File: config.mk
export PLATFORM = sky130hd
export DESIGN_NAME = store_queue_fwd
export DESIGN_NICKNAME = d
export VERILOG_FILES = /design/src/rtl/sq_pkg.sv /design/src/rtl/sq_fwd_select.sv /design/src/rtl/store_queue_fwd.sv
export SDC_FILE = /design/constraint.sdc
export NUM_CORES = 2
export LEC_CHECK = 0
export BUFFER_PORTS_ARGS = -buffer_cell sky130_fd_sc_hd__buf_2
export CORE_MARGIN = 5
export CORE_UTILIZATION = 30
export DETAILED_ROUTE_END_ITERATION = 10
export GPL_TIMING_DRIVEN = 0
export PLACE_DENSITY = 0.45
export SLEW_MARGIN = 10
export SYNTH_ARGS = -nofsm -noshare
export SYNTH_HDL_FRONTEND = slang
export SYNTH_SLANG_ARGS = --single-unit
File: constraint.sdc
create_clock -name clk -period 6.03 [get_ports clk]
set_input_delay 0.9045 -clock clk [delete_from_list [all_inputs] [get_ports clk]]
set_output_delay 0.9045 -clock clk [all_outputs]
set_load 0.02 [all_outputs]
File: src/rtl/sq_pkg.sv
// Shared types and helpers for the store queue: default sizing, the entry
// layout and the wrapping pointer-distance function used for occupancy and age.
package sq_pkg;

    localparam int SQ_DEPTH = 16;
    localparam int SQ_AW    = 8;
    localparam int SQ_DW    = 32;
    localparam int SQ_PCW   = 32;

    typedef struct packed {
        logic              valid;
        logic              filled;
        logic [SQ_PCW-1:0] pc;
        logic [SQ_AW-1:0]  addr;
        logic [SQ_DW-1:0]  data;
    } sq_entry_t;

    // Distance from from_ptr forward to to_ptr, modulo 2^pw.
    function automatic logic [31:0] ptr_dist(input logic [31:0] from_ptr,
                                             input logic [31:0] to_ptr,
                                             input int unsigned pw);
        logic [31:0] mask;
        mask = (32'd1 << pw) - 32'd1;
        return (to_ptr - from_ptr) & mask;
    endfunction

endpackage

File: src/rtl/sq_fwd_select.sv
// Youngest-first priority scan over the entries older than a load.
// The youngest entry that is either unfilled or address-matching decides.
module sq_fwd_select
    import sq_pkg::*;
#(
    parameter  int DEPTH = SQ_DEPTH,
    localparam int IW    = $clog2(DEPTH),
    localparam int PW    = IW + 1
) (
    input  logic [DEPTH-1:0] i_valid,
    input  logic [DEPTH-1:0] i_filled,
    input  logic [DEPTH-1:0] i_match,
    input  logic [PW-1:0]    i_head,
    input  logic [PW-1:0]    i_ld_tail,
    output logic             o_hit,
    output logic             o_stall,
    output logic [IW-1:0]    o_sel
);

    logic [PW-1:0] w_older;

    assign w_older = PW'(ptr_dist(32'(i_head), 32'(i_ld_tail), PW));

    // Walk oldest to youngest so the last deciding entry (youngest) wins.
    always_comb begin
        logic [IW-1:0] idx;
        logic          dec;
        o_hit   = 1'b0;
        o_stall = 1'b0;
        o_sel   = IW'(0);
        idx     = IW'(0);
        dec     = 1'b0;
        for (int p = 0; p < DEPTH; p++) begin
            idx     = i_head[IW-1:0] + IW'(p);
            dec     = (PW'(p) < w_older) && i_valid[idx] && (!i_filled[idx] || i_match[idx]);
            o_stall = dec ? !i_filled[idx] : o_stall;
            o_hit   = dec ? i_filled[idx]  : o_hit;
            o_sel   = dec ? idx            : o_sel;
        end
    end

endmodule

File: src/rtl/store_queue_fwd.sv
// In-order store queue: allocate at decode, fill at execute, forward to loads,
// drain committed stores through a registered memory write port.
module store_queue_fwd
    import sq_pkg::*;
#(
    parameter  int DEPTH = SQ_DEPTH,
    parameter  int AW    = SQ_AW,
    parameter  int DW    = SQ_DW,
    parameter  int PCW   = SQ_PCW,
    localparam int IW    = $clog2(DEPTH),
    localparam int PW    = IW + 1
) (
    input  logic           clk,
    input  logic           rstn,
    input  logic           alloc_en,
    input  logic [PCW-1:0] alloc_pc,
    output logic [PW-1:0]  alloc_ptr,
    output logic           full,
    output logic           empty,
    output logic [PW-1:0]  count,
    input  logic           fill_en,
    input  logic [IW-1:0]  fill_idx,
    input  logic [AW-1:0]  fill_addr,
    input  logic [DW-1:0]  fill_data,
    input  logic           ld_en,
    input  logic [AW-1:0]  ld_addr,
    input  logic [PW-1:0]  ld_tail,
    output logic           ld_hit,
    output logic           ld_stall,
    output logic [DW-1:0]  ld_data,
    input  logic           commit_en,
    output logic           head_ready,
    input  logic           flush_en,
    input  logic [PW-1:0]  flush_tail,
    output logic           mem_we,
    output logic [AW-1:0]  mem_addr,
    output logic [DW-1:0]  mem_data,
    output logic [PCW-1:0] mem_pc
);

    // Same layout as sq_entry_t, sized by this instance's parameters.
    typedef struct packed {
        logic           valid;
        logic           filled;
        logic [PCW-1:0] pc;
        logic [AW-1:0]  addr;
        logic [DW-1:0]  data;
    } entry_t;

    entry_t          r_ent [DEPTH];
    logic [PW-1:0]   r_head;
    logic [PW-1:0]   r_tail;
    logic            r_mem_we;
    logic [AW-1:0]   r_mem_addr;
    logic [DW-1:0]   r_mem_data;
    logic [PCW-1:0]  r_mem_pc;

    logic [PW-1:0]    w_count;
    logic [PW-1:0]    w_flush_span;
    logic             w_full;
    logic             w_empty;
    logic             w_head_ready;
    logic             w_alloc;
    logic             w_commit;
    logic             w_fill;
    logic [DEPTH-1:0] w_valid;
    logic [DEPTH-1:0] w_filled;
    logic [DEPTH-1:0] w_match;
    logic [DEPTH-1:0] w_squash;
    logic             w_fwd_hit;
    logic             w_fwd_stall;
    logic [IW-1:0]    w_fwd_sel;

    assign w_count      = PW'(ptr_dist(32'(r_head), 32'(r_tail), PW));
    assign w_flush_span = PW'(ptr_dist(32'(flush_tail), 32'(r_tail), PW));
    assign w_full       = (w_count == PW'(DEPTH));
    assign w_empty      = (w_count == PW'(0));
    assign w_head_ready = r_ent[r_head[IW-1:0]].valid && r_ent[r_head[IW-1:0]].filled;
    assign w_alloc      = alloc_en && !w_full && !flush_en;
    assign w_commit     = commit_en && w_head_ready;
    assign w_fill       = fill_en && r_ent[fill_idx].valid && !w_squash[fill_idx];

    // Per-entry status vectors, address compare and flush squash window.
    always_comb begin
        w_valid  = {DEPTH{1'b0}};
        w_filled = {DEPTH{1'b0}};
        w_match  = {DEPTH{1'b0}};
        w_squash = {DEPTH{1'b0}};
        for (int i = 0; i < DEPTH; i++) begin
            w_valid[i]  = r_ent[i].valid;
            w_filled[i] = r_ent[i].filled;
            w_match[i]  = r_ent[i].filled && (r_ent[i].addr == ld_addr);
            w_squash[i] = flush_en &&
                (PW'(ptr_dist(32'(flush_tail[IW-1:0]), 32'(i), IW)) < w_flush_span);
        end
    end

    sq_fwd_select #(
        .DEPTH (DEPTH)
    ) u_fwd_select (
        .i_valid   (w_valid),
        .i_filled  (w_filled),
        .i_match   (w_match),
        .i_head    (r_head),
        .i_ld_tail (ld_tail),
        .o_hit     (w_fwd_hit),
        .o_stall   (w_fwd_stall),
        .o_sel     (w_fwd_sel)
    );

    // Entry storage: squash/commit clear first, then alloc and fill set.
    always_ff @(posedge clk or negedge rstn) begin
        if (!rstn) begin
            for (int i = 0; i < DEPTH; i++) begin
                r_ent[i] <= entry_t'(0);
            end
        end else begin
            for (int i = 0; i < DEPTH; i++) begin
                if (w_squash[i] || (w_commit && (r_head[IW-1:0] == IW'(i)))) begin
                    r_ent[i].valid  <= 1'b0;
                    r_ent[i].filled <= 1'b0;
                end
            end
            if (w_alloc) begin
                r_ent[r_tail[IW-1:0]].valid  <= 1'b1;
                r_ent[r_tail[IW-1:0]].filled <= 1'b0;
                r_ent[r_tail[IW-1:0]].pc     <= alloc_pc;
            end
            if (w_fill) begin
                r_ent[fill_idx].addr   <= fill_addr;
                r_ent[fill_idx].data   <= fill_data;
                r_ent[fill_idx].filled <= 1'b1;
            end
        end
    end

    // Head/tail pointers; a flush overrides any same-cycle allocation.
    always_ff @(posedge clk or negedge rstn) begin
        if (!rstn) begin
            r_head <= PW'(0);
            r_tail <= PW'(0);
        end else begin
            r_tail <= flush_en ? flush_tail : (w_alloc ? r_tail + PW'(1) : r_tail);
            r_head <= w_commit ? r_head + PW'(1) : r_head;
        end
    end

    // Registered drain port, one write pulse per committed store.
    always_ff @(posedge clk or negedge rstn) begin
        if (!rstn) begin
            r_mem_we   <= 1'b0;
            r_mem_addr <= AW'(0);
            r_mem_data <= DW'(0);
            r_mem_pc   <= PCW'(0);
        end else begin
            r_mem_we <= w_commit;
            if (w_commit) begin
                r_mem_addr <= r_ent[r_head[IW-1:0]].addr;
                r_mem_data <= r_ent[r_head[IW-1:0]].data;
                r_mem_pc   <= r_ent[r_head[IW-1:0]].pc;
            end
        end
    end

    assign alloc_ptr  = r_tail;
    assign full       = w_full;
    assign empty      = w_empty;
    assign count      = w_count;
    assign head_ready = w_head_ready;
    assign ld_hit     = ld_en && w_fwd_hit;
    assign ld_stall   = ld_en && w_fwd_stall;
    assign ld_data    = (ld_en && w_fwd_hit) ? r_ent[w_fwd_sel].data : DW'(0);
    assign mem_we     = r_mem_we;
    assign mem_addr   = r_mem_addr;
    assign mem_data   = r_mem_data;
    assign mem_pc     = r_mem_pc;

endmodule

# After elaboration in Yosys (flattened, before gate mapping)
# Cells that the tools add are included.
dict set report op_classes {
  addsub 36
  n_lt_le_gt_ge 55
  eq_ne 32
  muxes 194
  bitwise 4
  reduce_logical 144
}
# op n
set ops {}
lappend ops {{1184-bit bitwise mux} 6}
lappend ops {{1184-bit two-way mux} 2}
lappend ops {{74-bit demux with 4-bit select} 6}
lappend ops {{74-bit binary-select mux with 4-bit select} 3}
lappend ops {{74-bit two-way mux} 5}
lappend ops {{1-bit binary-select mux with 4-bit select} 49}
lappend ops {{73-bit two-way mux} 2}
lappend ops {{8-bit equality test} 16}
lappend ops {{32-bit two-way mux} 4}
lappend ops {{1-bit logical AND} 90}
lappend ops {{4-bit by 5-bit < comparator with 1-bit output (second input constant)} 17}
lappend ops {{1-bit two-way mux} 81}
lappend ops {{4-bit by 5-bit < comparator with 1-bit output} 16}
lappend ops {{72-bit two-way mux} 1}
lappend ops {{4-bit two-way mux} 16}
lappend ops {{4-bit by 5-bit < comparator with 1-bit output (first input constant)} 8}
lappend ops {{40-bit two-way mux} 1}
lappend ops {{4-bit adder (second input constant)} 8}
lappend ops {{4-bit equality test (second input constant)} 8}
lappend ops {{1-bit logical OR} 32}
lappend ops {{2-bit two-way mux} 16}
lappend ops {{4-bit subtractor (first input constant)} 8}
lappend ops {{5-bit >= comparator (second input constant)} 4}
lappend ops {{3-bit by 5-bit < comparator with 1-bit output (first input constant)} 4}
lappend ops {{other kinds (21)} 62}
dict set report word_totals {
  ff_bits 1267
  inputBits 101
  out_inout_bits 120
  elab_cells 551
}

# Longest topological paths before layout
dict set report logic_depth {
  word_depth 27
  ltp_mapped 27
}

# Hierarchy
# Synthesis repeated with hierarchy kept, for this count alone.
dict set report unflattened {
  cells_unflattened 4526
  hier_area_um2 68471.9
}
# mod instances cells_each area_per_inst_um2 seq_area_each_um2
set by_module_without_submodules {}
lappend by_module_without_submodules {store_queue_fwd 1 3952 63379.5 31705.4}
lappend by_module_without_submodules {sq_fwd_select 1 574 5092.4 0.0}

# Worst setup path before layout
# Ideal clock, no wire load.
dict set report synth_timing {
  kind {flip-flop to output port}
  start {register r_head[3]}
  end {output port ld_data[0]}
  arrival_time_ns 5.826
  path_slack_ns -0.700
  stages_incl_launch_ff 23
  cell_sequence {dfrtp_1 > buf_2 > clkinv_1 > clkbuf_1 > clkbuf_1 > ha_1 > or3_1 > and2_1 > buf_2 > nor3_1 > nor3_1 > o21ai_1 > and2_1 > nand2_1 > or4_1 > o211a_2 > o311ai_4 > nand2_2 > buf_6 > buf_6 > mux2_1 > o32a_1 > o221ai_1}
}
dict set report synth_between {
  elab_chain_len 26
  elab_cells_between_ends 230
  cone_classes {add/sub (16); order compare (16); mux (132); bitwise (1); reduce/logical (65)}
}
# element line_no
set synth_rtl {}
lappend synth_rtl {{start, declared} store_queue_fwd.sv:51} ;# logic [PW-1:0] r_head;
lappend synth_rtl {{start signal, assigned} store_queue_fwd.sv:144} ;# r_head <= w_commit ? r_head + PW'(1) : r_head;
lappend synth_rtl {{4-bit by 1-bit adder with 4-bit output / 1-bit binary-select mux with 4-bit select (equally long branches)} {sq_fwd_select.sv:34, sq_fwd_select.sv:35, sq_fwd_select.sv:37}}
lappend synth_rtl {{1-bit binary-select mux with 4-bit select / 1-bit two-way mux (equally long branches)} {sq_fwd_select.sv:35, sq_fwd_select.sv:37}}
lappend synth_rtl {{1-bit two-way mux (not written as such) / 1-bit zero test (equally long branches)} {sq_fwd_select.sv:35, sq_fwd_select.sv:37}}
lappend synth_rtl {{1-bit zero test / 1-bit logical OR (equally long branches)} sq_fwd_select.sv:35} ;# dec = (PW'(p) < w_older) && i_valid[idx] && (!i_filled[idx] || i_match[idx]);
lappend synth_rtl {{1-bit logical OR / 1-bit logical AND (equally long branches)} sq_fwd_select.sv:35}
lappend synth_rtl {{1-bit logical AND / 4-bit two-way mux (equally long branches)} {sq_fwd_select.sv:35, sq_fwd_select.sv:38}}
lappend synth_rtl {{4-bit two-way mux (15 in series)} sq_fwd_select.sv:38} ;# o_sel = dec ? idx : o_sel;
lappend synth_rtl {{4-bit NOT with 5-bit output (not written as such)} store_queue_fwd.sv:172} ;# assign ld_data = (ld_en && w_fwd_hit) ? r_ent[w_fwd_sel].data : DW'(0);
lappend synth_rtl {{74-bit binary-select mux with 4-bit select} store_queue_fwd.sv:172}
lappend synth_rtl {{32-bit two-way mux (not written as such) (2 in series)} store_queue_fwd.sv:172}
lappend synth_rtl {{32-bit two-way mux (*)} store_queue_fwd.sv:172}
lappend synth_rtl {{end, declared} store_queue_fwd.sv:30} ;# output logic [DW-1:0] ld_data,
# Mark *: on every way between the ends. The rest lies on a longest branch, timed or not. The select of a mux whose other input is x is not followed.

# Worst setup path after layout
dict set report layout_timing {
  start {register r_head[1]}
  end {output port ld_data[26]}
}
# The elaborated chain is that of the path after synthesis.

==> impl_metrics.py <==
metrics = {
    "grt": {
        "grt_max_degree": 143,
        "grtUsageTotal_pct": 25.2,
        "overflow": 0,
        "first_global_vias": 51000,
        "antenna_found_initial": 48,
        "grt_pass1_wl_um": 427000,
    },
    "logic_synthesis": {
        "synth_simple_gate_area_share_pct": 4.17,
        "synth_common_cells": "mux2_2, dfrtp_1, mux4_2, clkbuf_1, mux2i_1",
        "ys.flop_type": "dfrtp_1",
        "yosys_warnings": 0,
        "async_flop_share_pct": 100,
        "synthXorXnorAreaFrac_pct": 2.28,
        "synth_seq_cells": 1267,
        "syn-instance-count": 5065,
        "synthAdderAreaFrac_pct": 1.24,
        "synth_area_leaders": "dfrtp_1, mux2_2, mux4_2",
        "synth_edf_count": 0,
        "syn_nets": 5233,
        "synth_compound_area_share_pct": 6.15,
        "netlist_area_sq_um": 69300,
        "yosysSeqAreaShare_pct": 45.7,
        "synth_top_family_by_area": "multiplexers",
        "synth_top_area_share_pct": 45.7,
        "ys_types": 100,
        "yosysTopAreaCell": "dfrtp_1",
        "synth.most_common_cell": "mux2_2",
        "synth.area.mux_share_pct": 37.3,
        "syn_avg_cell_area_sq_um": 13.7,
    },
    "sta": {
        "min_period_ns": 7.39,
        "setup_violations": 50,
        "setup_ws_ns": -1.36,
        "period_share_pct": 123,
        "slew_headroom_pct": 6.64,
        "rsz0062_at_grt": "true",
        "hold_viol": 0,
        "worst_slew_pin_slew_ns": 1.40,
        "fmax_mhz": 135,
        "skew_ns": 0.0403,
        "drv_slew": 0,
    },
    "floorplan": {
        "die_w_um": 491,
        "start_util_pct": 30.2,
        "die_area_sq_um": 241000,
        "die_h_um": 491,
        "row_count": 176,
        "io_pins": 221,
        "core_area_sq_um": 230000,
    },
    "cts": {
        "numCtsBuffers": 154,
        "clock-sinks": 1267,
        "cts_tree": "built",
        "worstSkewPairLatency_ns": 0.82,
        "clk_pin_slew_ns": 0.07,
        "cts.path.max_buffers": 3,
        "cts_root_buffer": "clkbuf_16",
        "h-tree-depth": 4,
    },
    "drt": {
        "wl_per_cell_um": 35.3,
        "remaining_drc_errors": 0,
        "drtIter0Drc": 4522,
        "final_antenna_net_count": 0,
        "dr.pass1.iters": 8,
        "wl_um": 310000,
        "vias": 50100,
        "viasPerCell": 5.71,
    },
    "status": {
        "violations": "negative setup slack",
        "status": "finished, violations left",
    },
    "setup_path": {
        "crit_path_frequent_cell": "buf_12",
        "worst-endpoint-required_ns": 5.13,
        "critical-path-top-delay-family": "compound AO/OA/AOI/OAI gates",
        "path_buf_inv": 12,
        "cpMaxStageDelayCell": "dfrtp_4",
        "critical_path_arrival_ns": 6.49,
        "max_stage_delay_ns": 0.52,
        "worstPathMaxFanout": 10,
        "critPathKind": "reg -> out",
        "end_kind": "output pin",
        "crit_path_start_kind": "flip-flop",
    },
    "pwr": {
        "power_leakage_nw": 37.5,
        "vdd_drop_max_mv": 0.267,
        "powerDensity_nw_per_um2": 393,
    },
    "final_layout": {
        "drive_gt1_share_pct": 50.4,
        "layout.nets": 5785,
        "fin_util_pct": 36.8,
        "stdcell_count": 8780,
        "area_growth_syn_to_layout_pct": 22.2,
    },
    "min_path": {
        "hold_class": "in -> reg",
    },
    "placed_design": {
        "place_hpwl_um": 214000,
        "placed_cells": 8350,
        "numPortBuffers": 208,
        "finalWeightedCongestion": 0.925,
    },
    "run": {
        "drv_cap": 0,
    },
}
-- registers in the layout (all words and copies together), names as in the netlist --
signal,flops
alloc_ptr,5
mem_addr,8
mem_pc,32
mem_data,32
r_ent,1184
r_head,5
mem_we,1
-- worst min-delay path, cell delays in order --
cell     delay [ns]
buf_2          0.10
nand2_1        0.04
o21ai_0        0.06
-- report_power, final --
group	total (W)	internal, W	switching [W]	leakage, nW
sequential	0.0118	0.0105	0.00126	16.6
clock	0.00949	0.00550	0.00399	2.50
combinational	0.0121	0.00584	0.00622	18.3
total	0.0333	0.0219	0.0115	37.5
-- logic make-up (layout without fill, tap and decap cells) --
logic type / after synthesis / after routing
buf+inv: 484 / 1147
fa+ha+maj: 67 / 67
flops: 1267 / 1267
xor+xnor: 171 / 171
compound gates: 558 / 558
simple gates: 593 / 593
other cells: 0 / 26
mux: 1925 / 1925
-- per-layer routing --
| metal | part of all wire [%] | global-route usage [%] | routed length [um] | vias to the layer above |
|---|---|---|---|---|
| li1 | - | - | - | 20400 |
| met1 | 43 | 33.7 | 132000 | 27100 |
| met2 | 45 | 39.3 | 141000 | 1974 |
| met3 | 6.6 | 4.93 | 20300 | 605 |
| met4 | 5.3 | 11.7 | 16500 | 32 |
| met5 | 0.067 | 0 | 208 | - |
-- cells in the final DEF, fill, tap and decap left out, drive strengths merged, types with 10 or more instances in the layout --
cell	count
and3	23
nor2	120
nor4	38
nand2	191
o31ai	12
o32ai	29
a211oi	60
o21ai	96
xor2	13
inv	63
nand2b	10
a22oi	40
or3	10
a221oi	14
ha	64
and2	15
mux2i	210
a21o	34
mux4	397
nand3	54
o211a	31
o211ai	24
diode	26
buf	526
o21a	19
clkinv	29
a31oi	24
nor2b	13
xnor2	158
nand4	25
o22ai	14
a221o	26
dfrtp	1267
mux2	1318
nor3	69
a21oi	66
clkbuf	514
-- through the flow --
step	area [sq um]	power (W)	setup slack [ns]	hold slack [ns]	setup TNS (ns)
after floorplan	69400	0.0182	0.0190	0.475	0
after global placement	74200	0.0219	-28.46	0.483	-
after detailed placement	75600	0.0221	-3.52	0.489	-843.26
after CTS	83700	0.0330	-1.39	0.268	-42.91
after global routing	84700	0.0346	-1.47	0.325	-45.20
final	84700	0.0333	-1.36	0.325	-41.61
-- area by class of cell --
cell class / instances / area (sq um)
plain buffers: 423 / 2980
inverters: 57 / 248
multi-input cells: 3314 / 37100
flip-flops and latches: 1267 / 31700
clock buffers: 223 / 4560
well taps: 3026 / 3790
repair buffers: 400 / 3710
clock inverters: 44 / 513
diodes: 26 / 65.1
fillers: 22300 / 145000
-- what timing repair did --
action / 4_1_cts / 5_1_grt
buffers inserted: 109 / 29
resized for setup: 475 / 178
hold buffers: 1 / 0
endpoints found under the setup margin: 716 / 428
cloned: 5 / 0
pin swaps: 73 / 68
hold endpoints to repair: 1 / 0
-- final timing paths --
| path | startpoint | end | slack (ns) | cells after the start |
|---|---|---|---|---|
| min | flush_tail[4] | alloc_ptr[4] | 0.33 | 3 |
| min reg2reg | r_ent[136] | r_ent[136] | 0.50 | 1 |
| max in group asynchronous | rstn | r_head[1] | 3.08 | 5 |
| min in group asynchronous | rstn | mem_data[3] | 0.58 | 2 |
| max reg2reg | r_head[1] | mem_data[15] | -0.09 | 11 |
| max | r_head[1] | ld_data[26] | -1.36 | 25 |
(Power assumes the default switching activity.)
